`src/rtl/dtc_inverse_scan.sv`:
```
// Inverse-query scanner: sweeps every classifier input and streams the vectors that map to a requested class.
// Optional DTC_INV_SCAN_ABORT_EN adds an abort input that cancels a running scan.
module dtc_inverse_scan #(
  parameter int unsigned IN_W  = 8,
  parameter int unsigned CLS_W = 2
) (
  input  logic             clk,
  input  logic             rst_n,
  input  logic             req_valid,
  output logic             req_ready,
  input  logic [CLS_W-1:0] req_cls,
  output logic [IN_W-1:0]  probe,
  input  logic [CLS_W-1:0] probe_cls,
  output logic             out_valid,
  input  logic             out_ready,
  output logic [IN_W-1:0]  out_vec,
  output logic             done,
`ifdef DTC_INV_SCAN_ABORT_EN
  input  logic             abort,
`endif
  output logic [IN_W:0]    match_cnt
);

  localparam int unsigned CNT_W = IN_W + 1;
  localparam logic [IN_W-1:0] PROBE_MAX = '1;

  typedef enum logic [1:0] {IDLE, SCAN, HOLD, DONE} state_t;

  state_t           state, state_n;
  logic [CLS_W-1:0] target, target_n;
  logic [IN_W-1:0]  probe_n, out_vec_n;
  logic [CNT_W-1:0] match_cnt_n;
  logic             out_valid_n, done_n, req_ready_n;
  logic             abort_hit;

`ifdef DTC_INV_SCAN_ABORT_EN
  assign abort_hit = abort;
`else
  assign abort_hit = 1'b0;
`endif

  // State and datapath registers
  always_ff @(posedge clk or negedge rst_n) begin
    if (!rst_n) begin
      state     <= IDLE;
      target    <= '0;
      probe     <= '0;
      out_vec   <= '0;
      out_valid <= 1'b0;
      match_cnt <= '0;
      done      <= 1'b0;
      req_ready <= 1'b1;
    end else begin
      state     <= state_n;
      target    <= target_n;
      probe     <= probe_n;
      out_vec   <= out_vec_n;
      out_valid <= out_valid_n;
      match_cnt <= match_cnt_n;
      done      <= done_n;
      req_ready <= req_ready_n;
    end
  end

  // Next-state and next-output logic; abort outranks a same-cycle match or handshake
  always_comb begin
    state_n     = state;
    target_n    = target;
    probe_n     = probe;
    out_vec_n   = out_vec;
    out_valid_n = out_valid;
    match_cnt_n = match_cnt;

    case (state)
      IDLE: begin
        if (req_valid) begin
          target_n    = req_cls;
          probe_n     = '0;
          match_cnt_n = '0;
          state_n     = SCAN;
        end
      end
      SCAN: begin
        if (abort_hit) begin
          state_n = IDLE;
        end else if (probe_cls == target) begin
          out_vec_n   = probe;
          out_valid_n = 1'b1;
          match_cnt_n = match_cnt + CNT_W'(1);
          state_n     = HOLD;
        end else if (probe == PROBE_MAX) begin
          state_n = DONE;
        end else begin
          probe_n = probe + IN_W'(1);
        end
      end
      HOLD: begin
        if (abort_hit) begin
          out_valid_n = 1'b0;
          state_n     = IDLE;
        end else if (out_ready) begin
          out_valid_n = 1'b0;
          if (probe == PROBE_MAX) begin
            state_n = DONE;
          end else begin
            probe_n = probe + IN_W'(1);
            state_n = SCAN;
          end
        end
      end
      DONE: begin
        state_n = IDLE;
      end
      default: begin
        state_n = IDLE;
      end
    endcase

    done_n      = (state_n == DONE);
    req_ready_n = (state_n == IDLE);
  end

endmodule

```
`config.mk`:
```
export PLATFORM = sky130hd
export DESIGN_NAME = dtc_inverse_scan
export DESIGN_NICKNAME = d
export VERILOG_FILES = /design/src/rtl/dtc_inverse_scan.sv
export SDC_FILE = /design/constraint.sdc
export NUM_CORES = 1
export LEC_CHECK = 0
export CAP_MARGIN = 20
export CORE_MARGIN = 5
export CORE_UTILIZATION = 35
export DETAILED_ROUTE_END_ITERATION = 10
export SLEW_MARGIN = 20
export SYNTH_ARGS = -nofsm -noshare
export SYNTH_HDL_FRONTEND = slang
export SYNTH_SLANG_ARGS = --single-unit
```
`constraint.sdc`:
```
create_clock -name clk -period 2.7 [get_ports clk]
set_input_delay 0.81 -clock clk [delete_from_list [all_inputs] [get_ports clk]]
set_output_delay 0.81 -clock clk [all_outputs]
set_load 0.05 [all_outputs]
```
==> run summary <==
• **outcome** complete, no violations
• **Max-Slew Margin vs Limit** 62.01%
• **initial antenna violation count** 0
• **global-route wire length before repair** 7348 um
• **hold path start** out_vec[7]$_DFFE_PN0P_
• **Avg WL per Cell** 14.49 um
• **endpoint of the worst hold path** out_vec[7]$_DFFE_PN0P_
• **Clock H-tree levels** 2
• **number of optimization iterations in the first detailed-route pass** 4
• **Critical path buffers and inverters** 1
• **Critical Path Sink Type** output pin
• **gate count of the mapped netlist** 177
• **minimum clock period** 2.451 ns
• **post-CTS setup repair buffer count** 0
• **top-level port count** 36
• **wirelength, routed** 4305 um
• **synth warn** 0
• **Hold WS** 0.5029 ns
• **net count after synthesis** 190
• **Detailed Route Iter0 Violations** 55
• **horizontal die dimension** 81.92 um
• **number of enable-type register cells in the synthesized netlist** 0
• **# rows** 26
• **overall global routing resource usage** 14.23%
• **WP data required** 1.89 ns
• **instance area at placement** 2323 um^2
• **Crit path arrival time** 1.64 ns
• **count of antenna diodes in the layout** 0
• **maximum clock skew at final layout** 0.003210 ns
• **Synth Flop Type** dfrtp_1
• **reg2reg start** state[1]$_DFF_PN0_
• **global-route congestion overflow total** 0
• **synthesized area per cell** 10.23 um^2
• **hold depth** 1
• **clock slew seen by the registers of the worst setup and hold paths** 0.06 ns
• **area of the die** 6711 um^2
• **Starting Density** 35.68%
• **sequential fraction of the synthesis area** 44.30%
• **cell count of the worst reg-to-reg path** 7
• **max capacitance violation total** 0
• **library cells used by synthesis** 41
• **final HPWL from detailed placement** 3136 um
• **power per cell area** 1002 nW/um^2
• **via count of the first global-routing pass** 1547
• **buffer type at the clock tree root** clkbuf_8
• **sequential cell area** 802.0 um^2
• **Clock Latency Late Sink** 0.28 ns
• **cell type of the slowest stage on the worst timing path** clkdlybuf4s50_1
• **CTS buffer count** 5
• **Clock Tree Buf Depth** 2
• **die span in y** 81.92 um
• **type of the worst setup path** register to output pin
• **clock sink count** 32
• **overall power consumption** 2.436 mW
• **RD Place Congestion** 0.7857
• **area of combinational cells with multiple inputs** 962.2 um^2
• **DR vias/cell** 5.300
• **final-layout fill cell count** 489
• **Crit path max-delay family** buffers and inverters
• **async set-or-reset flop fraction in the synthesized netlist** 100.0%
• **Net count, final** 239
• **Hold Crit Class** register to register
• **ranking of synthesized cells by area** dfrtp_1 43%, mux2_2 6.8%, o31ai_1 4.1%
• **number of pins with negative max-slew slack in the final report** 0
• **setup repair after global routing missed its margin** no
• **final design utilization** 47.90%
• **Gates resized, CTS repair** 0
• **DRC** 0
• **Cell Chain, Critical Path** clkdlybuf4s50_1
• **count of port buffers added during placement** 35
• **Synth Register Bits** 32
• **Post-CTS Hold Fix Bufs** 0
• **total non-filler cell area in the finished layout** 2431 um^2
• **setup slack on the worst flop-to-flop path** 0.58 ns
• **Critical R2R Capture** probe[4]$_DFFE_PN0P_
• **netlist area before placement** 1810 um^2
• **Setup crit start kind** register
• **pin count of the biggest net entering global routing** 33
• **proportion of layout cells with a drive suffix above 1** 17.62%
• **count of vias placed by the detailed router** 1574
• **Commonest cells post-synth** 31 x dfrtp_1, 13 x o21ai_0, 11 x mux2_2, 11 x nand3_1
• **# setup viols final** 0
• **total negative setup slack** 0 ns
• **Peak supply drop** 0.0004359 V
• **worst-margin pin slew** 0.5668 ns
• **maximum cell stage delay along the critical path** 0.86 ns
• **post-route antenna net violation count** 0
• **period utilisation layout** 90.77%
• **highest clock frequency the design can meet** 408.0 MHz
• **area added between synthesis and finish** 34.28%
• **largest fanout on the critical path** 9
• **cell with the most instances after synthesis** dfrtp_1
• **hold violation count in the final report** 0
• **placeable core region** 5075 um^2
• **leakage power total** 1.048 nW
• **TritonCTS clock tree** built
• **Yosys top cell area share** 42.85%
• **area leader, netlist** dfrtp_1
-- cell type report --
type / count / area share (%)
Clock buffer: 6 / 2.985
Inverter: 7 / 1.081
Multi-Input combinational cell: 134 / 39.58
Tap cell: 70 / 3.603
Sequential cell: 32 / 32.99
Timing Repair Buffer: 46 / 18.32
Clock inverter: 2 / 1.441
-- sequential cells by signal, indices dropped and copies added, names as in the netlist --
register   flops
target         2
out_vec        8
match_cnt      9
out_valid      1
probe          8
state          2
req_ready      1
done           1
-- worst max-delay path by stage --
stage | startpoint | depth (start not counted) | endpoint
6_report | probe[4]$_DFFE_PN0P_ | 1 | probe[4]
3_5_place_dp | req_valid | 6 | probe[4]$_DFFE_PN0P_
2_1_floorplan | probe_cls[0] | 4 | match_cnt[8]$_DFFE_PN0P_
3_3_place_gp | req_valid | 6 | probe[4]$_DFFE_PN0P_
5_1_grt | probe[4]$_DFFE_PN0P_ | 1 | probe[4]
4_1_cts | probe[4]$_DFFE_PN0P_ | 1 | probe[4]
-- cells in the final DEF, fill, tap and decap left out, types with 2 or more instances in the layout --
cell type and instances:
a21o_1 3, a21oi_1 9, a22o_1 2, and3_1 2
buf_4 10, clkbuf_8 5, clkdlybuf4s50_1 35, dfrtp_1 31
ha_1 5, inv_1 7, mux2_2 11, mux2i_1 5
nand2_1 9, nand2b_1 5, nand3_1 11, nand3b_1 2
nand4_1 6, nor2_1 10, nor3_1 4, nor4_2 2
o21ai_0 13, o22ai_1 3, o31ai_1 10, o41ai_1 2
or4_1 3, xnor2_1 2, xor2_2 2
-- metrics by stage --
stage | instances | setup WS [ns]
global route | 297 | 0.1668
finish | 297 | 0.2493
global placement | 289 | 0.1396
CTS | 297 | 0.2465
detailed placement | 289 | 0.09733
floorplan | 177 | 0.7400
-- routing by layer --
metal	share of wire [%]	up-vias	track usage [%]
met3	5.0	5	4.167
li1	-	773	-
met5	0	-	0
met2	48	38	22.46
met4	0.98	0	4.485
met1	46	758	18.68
-- kinds of logic after synthesis --
| family | share of synthesized area, % |
|---|---|
| simple gates | 19.21 |
| compound gates | 18.11 |
| flops | 44.30 |
| mux | 9.606 |
| buf+inv | 2.557 |
| fa+ha+maj | 3.455 |
| xor+xnor | 2.764 |
-- power breakdown --
| part | leakage (nW) | switching (mW) | total, mW | internal, mW |
|---|---|---|---|---|
| Sequential | 0.426 | 0.105 | 0.680 | 0.575 |
| Combinational | 0.566 | 0.789 | 1.30 | 0.515 |
| Clock | 0.0552 | 0.178 | 0.452 | 0.274 |
No activity file was read; power rests on OpenSTA's default activity.
